==> src/rtl/merge_pass_scheduler.sv <==
// Multi-pass 4-way merge command sequencer over ping-pong DRAM regions.
// Define MERGE_SCHED_PERF_EN to add busy-cycle and merged-group counters.
`timescale 1ns/1ps
module merge_pass_scheduler #(
  parameter int ADDR_WIDTH   = 64,
  parameter int LEN_WIDTH    = 32,
  parameter int BUNDLE_BYTES = 128
) (
  input  logic                  i_clk,
  input  logic                  i_rst,
  input  logic                  i_start,
  input  logic [ADDR_WIDTH-1:0] i_src_base,
  input  logic [ADDR_WIDTH-1:0] i_dst_base,
  input  logic [LEN_WIDTH-1:0]  i_total_len,
  input  logic [LEN_WIDTH-1:0]  i_init_run_len,
  output logic                  o_rd_cmd_vld,
  input  logic                  i_rd_cmd_rdy,
  output logic [1:0]            o_rd_cmd_leaf,
  output logic [ADDR_WIDTH-1:0] o_rd_cmd_addr,
  output logic [LEN_WIDTH-1:0]  o_rd_cmd_len,
  output logic                  o_wr_cmd_vld,
  input  logic                  i_wr_cmd_rdy,
  output logic [ADDR_WIDTH-1:0] o_wr_cmd_addr,
  output logic [LEN_WIDTH-1:0]  o_wr_cmd_len,
  input  logic                  i_root_last,
  output logic                  o_busy,
  output logic                  o_done,
  output logic [ADDR_WIDTH-1:0] o_result_base,
`ifdef MERGE_SCHED_PERF_EN
  output logic [31:0]           o_cycle_cnt,
  output logic [31:0]           o_group_cnt,
`endif
  output logic [7:0]            o_pass_cnt
);

  localparam int SHIFT = $clog2(BUNDLE_BYTES);

  typedef enum logic [2:0] {
    S_IDLE      = 3'd0,
    S_SETUP     = 3'd1,
    S_RD_ISSUE  = 3'd2,
    S_WR_ISSUE  = 3'd3,
    S_WAIT_LAST = 3'd4,
    S_FIN       = 3'd5
  } state_t;

  state_t                r_state;
  logic [ADDR_WIDTH-1:0] r_src;
  logic [ADDR_WIDTH-1:0] r_dst;
  logic [LEN_WIDTH-1:0]  r_total;
  logic [LEN_WIDTH-1:0]  r_run_len;
  logic [LEN_WIDTH-1:0]  r_offset;
  logic [LEN_WIDTH-1:0]  r_group_start;
  logic [1:0]            r_leaf;

  logic                  w_start_acc;
  logic                  w_last_acc;
  logic                  w_rd_hs;
  logic                  w_wr_hs;
  logic [LEN_WIDTH-1:0]  w_off_nxt;
  logic [LEN_WIDTH-1:0]  w_len_nxt;
  logic [LEN_WIDTH+1:0]  w_run_x4;
  logic [LEN_WIDTH-1:0]  w_run_nxt;

  // Leaf run length: a full run, the tail remainder, or empty once past the end.
  function automatic logic [LEN_WIDTH-1:0] f_rd_len(input logic [LEN_WIDTH-1:0] off,
                                                    input logic [LEN_WIDTH-1:0] run,
                                                    input logic [LEN_WIDTH-1:0] total);
    logic [LEN_WIDTH-1:0] rem;
    logic [LEN_WIDTH-1:0] len;
    rem = total - off;
    if (off >= total) len = {LEN_WIDTH{1'b0}};
    else if (run < rem) len = run;
    else len = rem;
    return len;
  endfunction

  function automatic logic [ADDR_WIDTH-1:0] f_addr(input logic [ADDR_WIDTH-1:0] base,
                                                   input logic [LEN_WIDTH-1:0]  off);
    logic [ADDR_WIDTH-1:0] off_ext;
    off_ext = ADDR_WIDTH'(off);
    return base + (off_ext << SHIFT);
  endfunction

  assign w_start_acc = (r_state == S_IDLE) && i_start;
  assign w_last_acc  = (r_state == S_WAIT_LAST) && i_root_last;
  assign w_rd_hs     = (r_state == S_RD_ISSUE) && o_rd_cmd_vld && i_rd_cmd_rdy;
  assign w_wr_hs     = (r_state == S_WR_ISSUE) && o_wr_cmd_vld && i_wr_cmd_rdy;
  assign w_off_nxt   = r_offset + o_rd_cmd_len;
  assign w_len_nxt   = f_rd_len(w_off_nxt, r_run_len, r_total);
  // Two extra bits keep run_len*4 exact before saturating at the job size.
  assign w_run_x4    = {r_run_len, 2'b00};
  assign w_run_nxt   = (w_run_x4 >= {2'b00, r_total}) ? r_total : w_run_x4[LEN_WIDTH-1:0];

  // Pass / group / leaf sequencing FSM with registered command and status outputs.
  always_ff @(posedge i_clk) begin
    if (i_rst) begin
      r_state       <= S_IDLE;
      r_src         <= {ADDR_WIDTH{1'b0}};
      r_dst         <= {ADDR_WIDTH{1'b0}};
      r_total       <= {LEN_WIDTH{1'b0}};
      r_run_len     <= {LEN_WIDTH{1'b0}};
      r_offset      <= {LEN_WIDTH{1'b0}};
      r_group_start <= {LEN_WIDTH{1'b0}};
      r_leaf        <= 2'd0;
      o_rd_cmd_vld  <= 1'b0;
      o_rd_cmd_leaf <= 2'd0;
      o_rd_cmd_addr <= {ADDR_WIDTH{1'b0}};
      o_rd_cmd_len  <= {LEN_WIDTH{1'b0}};
      o_wr_cmd_vld  <= 1'b0;
      o_wr_cmd_addr <= {ADDR_WIDTH{1'b0}};
      o_wr_cmd_len  <= {LEN_WIDTH{1'b0}};
      o_busy        <= 1'b0;
      o_done        <= 1'b0;
      o_result_base <= {ADDR_WIDTH{1'b0}};
      o_pass_cnt    <= 8'd0;
    end else begin
      case (r_state)
        S_IDLE: begin
          o_done <= 1'b0;
          if (w_start_acc) begin
            r_src      <= i_src_base;
            r_dst      <= i_dst_base;
            r_total    <= i_total_len;
            r_run_len  <= i_init_run_len;
            o_pass_cnt <= 8'd0;
            o_busy     <= 1'b1;
            r_state    <= S_SETUP;
          end
        end
        S_SETUP: begin
          if (r_run_len >= r_total) begin
            o_done        <= 1'b1;
            o_result_base <= r_src;
            o_busy        <= 1'b0;
            r_state       <= S_FIN;
          end else begin
            r_offset      <= {LEN_WIDTH{1'b0}};
            r_group_start <= {LEN_WIDTH{1'b0}};
            r_leaf        <= 2'd0;
            o_rd_cmd_vld  <= 1'b1;
            o_rd_cmd_leaf <= 2'd0;
            o_rd_cmd_addr <= r_src;
            o_rd_cmd_len  <= f_rd_len({LEN_WIDTH{1'b0}}, r_run_len, r_total);
            r_state       <= S_RD_ISSUE;
          end
        end
        S_RD_ISSUE: begin
          if (w_rd_hs) begin
            r_offset <= w_off_nxt;
            if (r_leaf == 2'd3) begin
              o_rd_cmd_vld  <= 1'b0;
              o_wr_cmd_vld  <= 1'b1;
              o_wr_cmd_addr <= f_addr(r_dst, r_group_start);
              o_wr_cmd_len  <= w_off_nxt - r_group_start;
              r_state       <= S_WR_ISSUE;
            end else begin
              r_leaf        <= r_leaf + 2'd1;
              o_rd_cmd_leaf <= r_leaf + 2'd1;
              o_rd_cmd_addr <= f_addr(r_src, w_off_nxt);
              o_rd_cmd_len  <= w_len_nxt;
            end
          end
        end
        S_WR_ISSUE: begin
          if (w_wr_hs) begin
            o_wr_cmd_vld <= 1'b0;
            r_state      <= S_WAIT_LAST;
          end
        end
        S_WAIT_LAST: begin
          if (w_last_acc) begin
            if (r_offset < r_total) begin
              r_group_start <= r_offset;
              r_leaf        <= 2'd0;
              o_rd_cmd_vld  <= 1'b1;
              o_rd_cmd_leaf <= 2'd0;
              o_rd_cmd_addr <= f_addr(r_src, r_offset);
              o_rd_cmd_len  <= f_rd_len(r_offset, r_run_len, r_total);
              r_state       <= S_RD_ISSUE;
            end else begin
              r_src      <= r_dst;
              r_dst      <= r_src;
              o_pass_cnt <= o_pass_cnt + 8'd1;
              r_run_len  <= w_run_nxt;
              r_state    <= S_SETUP;
            end
          end
        end
        S_FIN: begin
          o_done  <= 1'b0;
          r_state <= S_IDLE;
        end
        default: begin
          r_state <= S_IDLE;
        end
      endcase
    end
  end

`ifdef MERGE_SCHED_PERF_EN
  // Busy-cycle (saturating) and merged-group counters, cleared per accepted job.
  always_ff @(posedge i_clk) begin
    if (i_rst || w_start_acc) begin
      o_cycle_cnt <= 32'd0;
      o_group_cnt <= 32'd0;
    end else begin
      if (o_busy && (o_cycle_cnt != 32'hFFFF_FFFF)) o_cycle_cnt <= o_cycle_cnt + 32'd1;
      if (w_last_acc) o_group_cnt <= o_group_cnt + 32'd1;
    end
  end
`endif

endmodule

==> config.mk <==
export PLATFORM = sky130hd
export DESIGN_NAME = merge_pass_scheduler
export DESIGN_NICKNAME = d
export VERILOG_FILES = /design/src/rtl/merge_pass_scheduler.sv
export SDC_FILE = /design/constraint.sdc
export NUM_CORES = 2
export LEC_CHECK = 0
export BUFFER_PORTS_ARGS = -buffer_cell sky130_fd_sc_hd__buf_4
export CAP_MARGIN = 20
export CORE_ASPECT_RATIO = 1.1
export CORE_UTILIZATION = 43
export DETAILED_ROUTE_END_ITERATION = 12
export GPL_ROUTABILITY_DRIVEN = 0
export PLACE_DENSITY_LB_ADDON = 0.15
export SYNTH_ARGS = -nofsm -noshare
export SYNTH_HDL_FRONTEND = slang
export SYNTH_SLANG_ARGS = --single-unit
==> constraint.sdc <==
create_clock -name i_clk -period 8.7 [get_ports i_clk]
set_input_delay 1.74 -clock i_clk [delete_from_list [all_inputs] [get_ports i_clk]]
set_output_delay 1.74 -clock i_clk [all_outputs]
set_load 0.02 [all_outputs]
==> Flow_metrics.wiki <==
{| class="wikitable"
! Metric !! Value
|-
| Worst-case setup slack after placement || about 1.3 ns
|-
| Antenna Violating Nets Remaining || 0
|-
| Required time of the critical path || 9.23 ns
|-
| Async set-or-reset flop fraction in the synthesized netlist || 0%
|-
| Mean instance size in the synthesized netlist || about 7.6 um2
|-
| Final Max Tran Viols || 0
|-
| Cell at the root of the clock tree || sky130_fd_sc_hd__clkbuf_16
|-
| Initial core utilization || 43.72%
|-
| Worst R2R Setup Slack || 1.19 ns
|-
| Clk_skew || around 0.027 ns
|-
| Clock transition at path regs || ~0.060 ns
|-
| Post-CTS Setup Inserts || 0
|-
| Headroom to the max-slew limit || around 29%
|-
| Worst Setup Path Type || reg -> reg
|-
| Combined area of all synthesized cells || ~35000 um2
|-
| Nets || between 5000 and 6000
|-
| Max IR drop VDD || around 200 uV
|-
| Crit path max fanout || 22
|-
| Reported leakage power || approximately 0.018 uW
|-
| Total via count after detailed routing || around 35000
|-
| Worst min-delay path startpoint || o_wr_cmd_addr[12]
|-
| Share of post-route cells with drive strength above 1 || a little over an eighth
|-
| Total negative slack for setup checks || 0 ns
|-
| Maximum clock insertion buffer count || 3
|-
| Endpoint type of the worst setup path || register
|-
| Period utilization || 86.33%
|-
| Critical Path AT || 8.04 ns
|-
| Global-route wire length before repair || between 150000 and 200000 um
|-
| Capture instance of the worst register-to-register path || o_rd_cmd_len[26]
|-
| Vertical die dimension || a little over 300 um
|-
| Tot GR Track Use || 29.76%
|-
| Via count of the first global-routing pass || ~33000
|-
| Synth warnings || 0
|-
| Core area || 80870 um2
|-
| Reg-to-reg startpoint || r_offset[0]
|-
| Clock latency on the worst-skew pair || 0.63 ns
|-
| Highest attainable clock frequency || about 0.13 GHz
|-
| Number of maximum-capacitance constraint violations || 0
|-
| Worst path top cell family by delay || compound AO/OA/AOI/OAI gates
|-
| Worst min-delay path class || reg -> reg
|-
| # clock sinks || 529
|-
| Final global-route overflow total || 0
|-
| Antenna violations before repair || 5
|-
| Number of buffers inserted by hold repair at cts || 0
|-
| Total iterations of the first detailed-routing run || 6
|-
| Count of placed standard cells including taps || about 6000
|-
| Result of the run || finished, final reports clean
|-
| Number of flops mapped to enable cells by yosys || 0
|-
| Pin count of the biggest net entering global routing || 203
|-
| DPL Wire Length || 97080 um
|-
| Vias/cell || ~5.8
|-
| Count of boundary I/O pins || around 470
|-
| Count of distinct cell types in the synthesized netlist || 92
|-
| Most used flip-flop cell after synthesis || sky130_fd_sc_hd__dfxtp_1
|-
| Total count of hold-check failures in the final report || 0
|-
| Final Worst Setup Slack || between 1 and 1.5 ns
|-
| Cell depth of the worst hold path || 2
|-
| Htree depth || 3
|-
| Hold worst-path end || o_wr_cmd_addr[12]
|-
| Worst hold slack after final layout || around 0.45 ns
|-
| Min Tclk post-route || about 7.5 ns
|-
| CTS tree || yes
|-
| Gate count of the mapped netlist || between 4000 and 5000
|-
| Area of the die || about 83000 um2
|-
| Post-route non-filler standard cell count || approximately 6100
|-
| P per Cell Area || around 370 nW/um2
|-
| Area growth from synthesis to final layout || 18.13%
|-
| Net count after synthesis || between 5000 and 6000
|-
| Routed wire per std cell || 21.25 um
|-
| Register bit total from synthesis || around 530
|-
| Unrepaired setup endpoints after global routing || false
|-
| Standard cell with the maximum stage delay on the critical path || sky130_fd_sc_hd__o32ai_1
|-
| Number of cells on the worst reg-to-reg path || 33
|-
| Crit path buf inv count || 4
|-
| CP peak stage delay || roughly 0.46 ns
|-
| Die W || around 280 um
|-
| Remaining routing DRC violations || 0
|-
| Routed wire length || approximately 130000 um
|-
| Count of port buffers added during placement || between 400 and 500
|-
| Fraction of the yosys area taken by sequential cells || around 30%
|-
| Floorplan row count || 109
|-
| Quantity of gates resized following cts || 0
|-
| First DRT Iteration DRCs || between 2000 and 2500
|-
| TritonCTS buffer count || between 60 and 70
|-
| Transition at the pin with the smallest max-transition slack || 1.064 ns
|-
| Final setup violation count || 0
|-
| Sum of internal, switching and leakage power || between 15000 and 20000 uW
|-
| Type of origin of the critical path || register
|}
## cells by family (layout without fill, tap and decap cells)
logic type	after synthesis	in the layout	synth area share [%]
AO/OA/AOI/OAI	1375	1375	25.38
XOR/XNOR	211	211	5.286
adder cells (fa/ha/maj)	322	322	11.52
buffers and inverters	484	832	5.336
flip-flops	529	529	29.95
multiplexers	67	67	1.943
other	0	2	0
AND/OR/NAND/NOR	1693	1693	20.59
## synth_stat cells, types with 112 or more instances
master	count	area share, %
sky130_fd_sc_hd__nand2_1	827	8.8
sky130_fd_sc_hd__nand3_1	112	1.6
sky130_fd_sc_hd__a21oi_1	486	6.9
sky130_fd_sc_hd__ha_1	316	11
sky130_fd_sc_hd__dfxtp_1	529	30
sky130_fd_sc_hd__a211oi_1	132	2.8
sky130_fd_sc_hd__a21o_1	114	2.4
sky130_fd_sc_hd__clkbuf_1	217	2.3
sky130_fd_sc_hd__nor2_1	442	4.7
sky130_fd_sc_hd__a311oi_1	147	3.6
sky130_fd_sc_hd__xnor2_1	130	3.2
sky130_fd_sc_hd__inv_1	207	2.2
sky130_fd_sc_hd__o21ai_0	166	2.3
## layout make-up
| cell class | count | area (um2) |
|---|---|---|
| repair buffers | 503 | 3834 |
| multi-input cells | 3668 | 22990 |
| flip-flops and latches | 529 | 10590 |
| clock inverters | 28 | 290.3 |
| well taps | 1054 | 1319 |
| fillers | 8047 | 39100 |
| inverters | 208 | 780.7 |
| diodes | 2 | 5.005 |
| clock buffers | 93 | 1964 |
## power breakdown
group          switching (uW)  internal, uW
sequential                778          2930
combinational            5490          3390
clock                    1190          1660
total                    7460          7980
## worst max-delay path by stage
| stage | from | end | cells past startpoint | slack (ns) |
|---|---|---|---|---|
| global placement | r_offset[0] | o_rd_cmd_len[26] | 33 | 1.42 |
| floorplan | o_rd_cmd_len[0] | o_rd_cmd_len[24] | 34 | 2.45 |
| global route | r_offset[0] | o_rd_cmd_len[26] | 33 | 0.46 |
| detailed placement | r_offset[0] | o_rd_cmd_len[26] | 33 | 1.33 |
| CTS | r_offset[0] | o_rd_cmd_len[26] | 33 | 1.28 |
| finish | r_offset[0] | o_rd_cmd_len[26] | 33 | 1.19 |
## cells in the final DEF (no fill, tap or decap), types with 27 or more instances in the layout
cell type	count
sky130_fd_sc_hd__clkbuf_16	67
sky130_fd_sc_hd__inv_1	206
sky130_fd_sc_hd__mux2i_1	54
sky130_fd_sc_hd__nand2b_1	31
sky130_fd_sc_hd__nand3_1	112
sky130_fd_sc_hd__nor2b_1	27
sky130_fd_sc_hd__o21ai_1	43
sky130_fd_sc_hd__buf_4	498
sky130_fd_sc_hd__nand2_1	825
sky130_fd_sc_hd__xnor2_1	130
sky130_fd_sc_hd__o21a_1	33
sky130_fd_sc_hd__xor2_1	79
sky130_fd_sc_hd__nor3_1	53
sky130_fd_sc_hd__nand4_1	61
sky130_fd_sc_hd__a31oi_1	35
sky130_fd_sc_hd__and3_1	48
sky130_fd_sc_hd__o21bai_1	31
sky130_fd_sc_hd__a21oi_1	484
sky130_fd_sc_hd__ha_1	316
sky130_fd_sc_hd__o21ai_0	166
sky130_fd_sc_hd__a21o_1	114
sky130_fd_sc_hd__a311oi_1	147
sky130_fd_sc_hd__a211oi_1	131
sky130_fd_sc_hd__nor2_1	439
sky130_fd_sc_hd__dfxtp_1	529
## sequential cells by signal, summed over array words and instances, names as in the netlist, 2 cells and up
signal / cells
o_result_base: 64
r_offset: 32
r_run_len: 32
o_pass_cnt: 8
o_rd_cmd_len: 32
r_leaf: 2
r_state: 3
o_wr_cmd_addr: 64
r_total: 32
r_group_start: 32
r_src: 64
r_dst: 64
o_rd_cmd_addr: 64
o_wr_cmd_len: 32
## worst min-delay path: cells and delay by family (launching register included)
| family | cells | cell delay, ns |
|---|---|---|
| DFF | 1 | 0.31 |
| AOI/OAI and AO/OA | 1 | 0.05 |
| and+or+nand+nor | 1 | 0.05 |
## through the flow
stage	area (um2)	util, %
3_3_place_gp	39490	48.83
5_1_grt	41770	51.65
3_5_place_dp	39510	48.86
2_1_floorplan	35360	-
6_report	41770	51.65
4_1_cts	41770	51.65
## layer usage
layer | part of all wire [%] | GRT usage [%] | vias to the layer above
li1 | - | - | 17310
met1 | 46 | 41.51 | 16730
met2 | 44 | 46.97 | 1183
met3 | 6.9 | 4.179 | 194
met4 | 3.1 | 9.721 | 2
met5 | 0.010 | 0 | -
(Power assumes the default switching activity.)
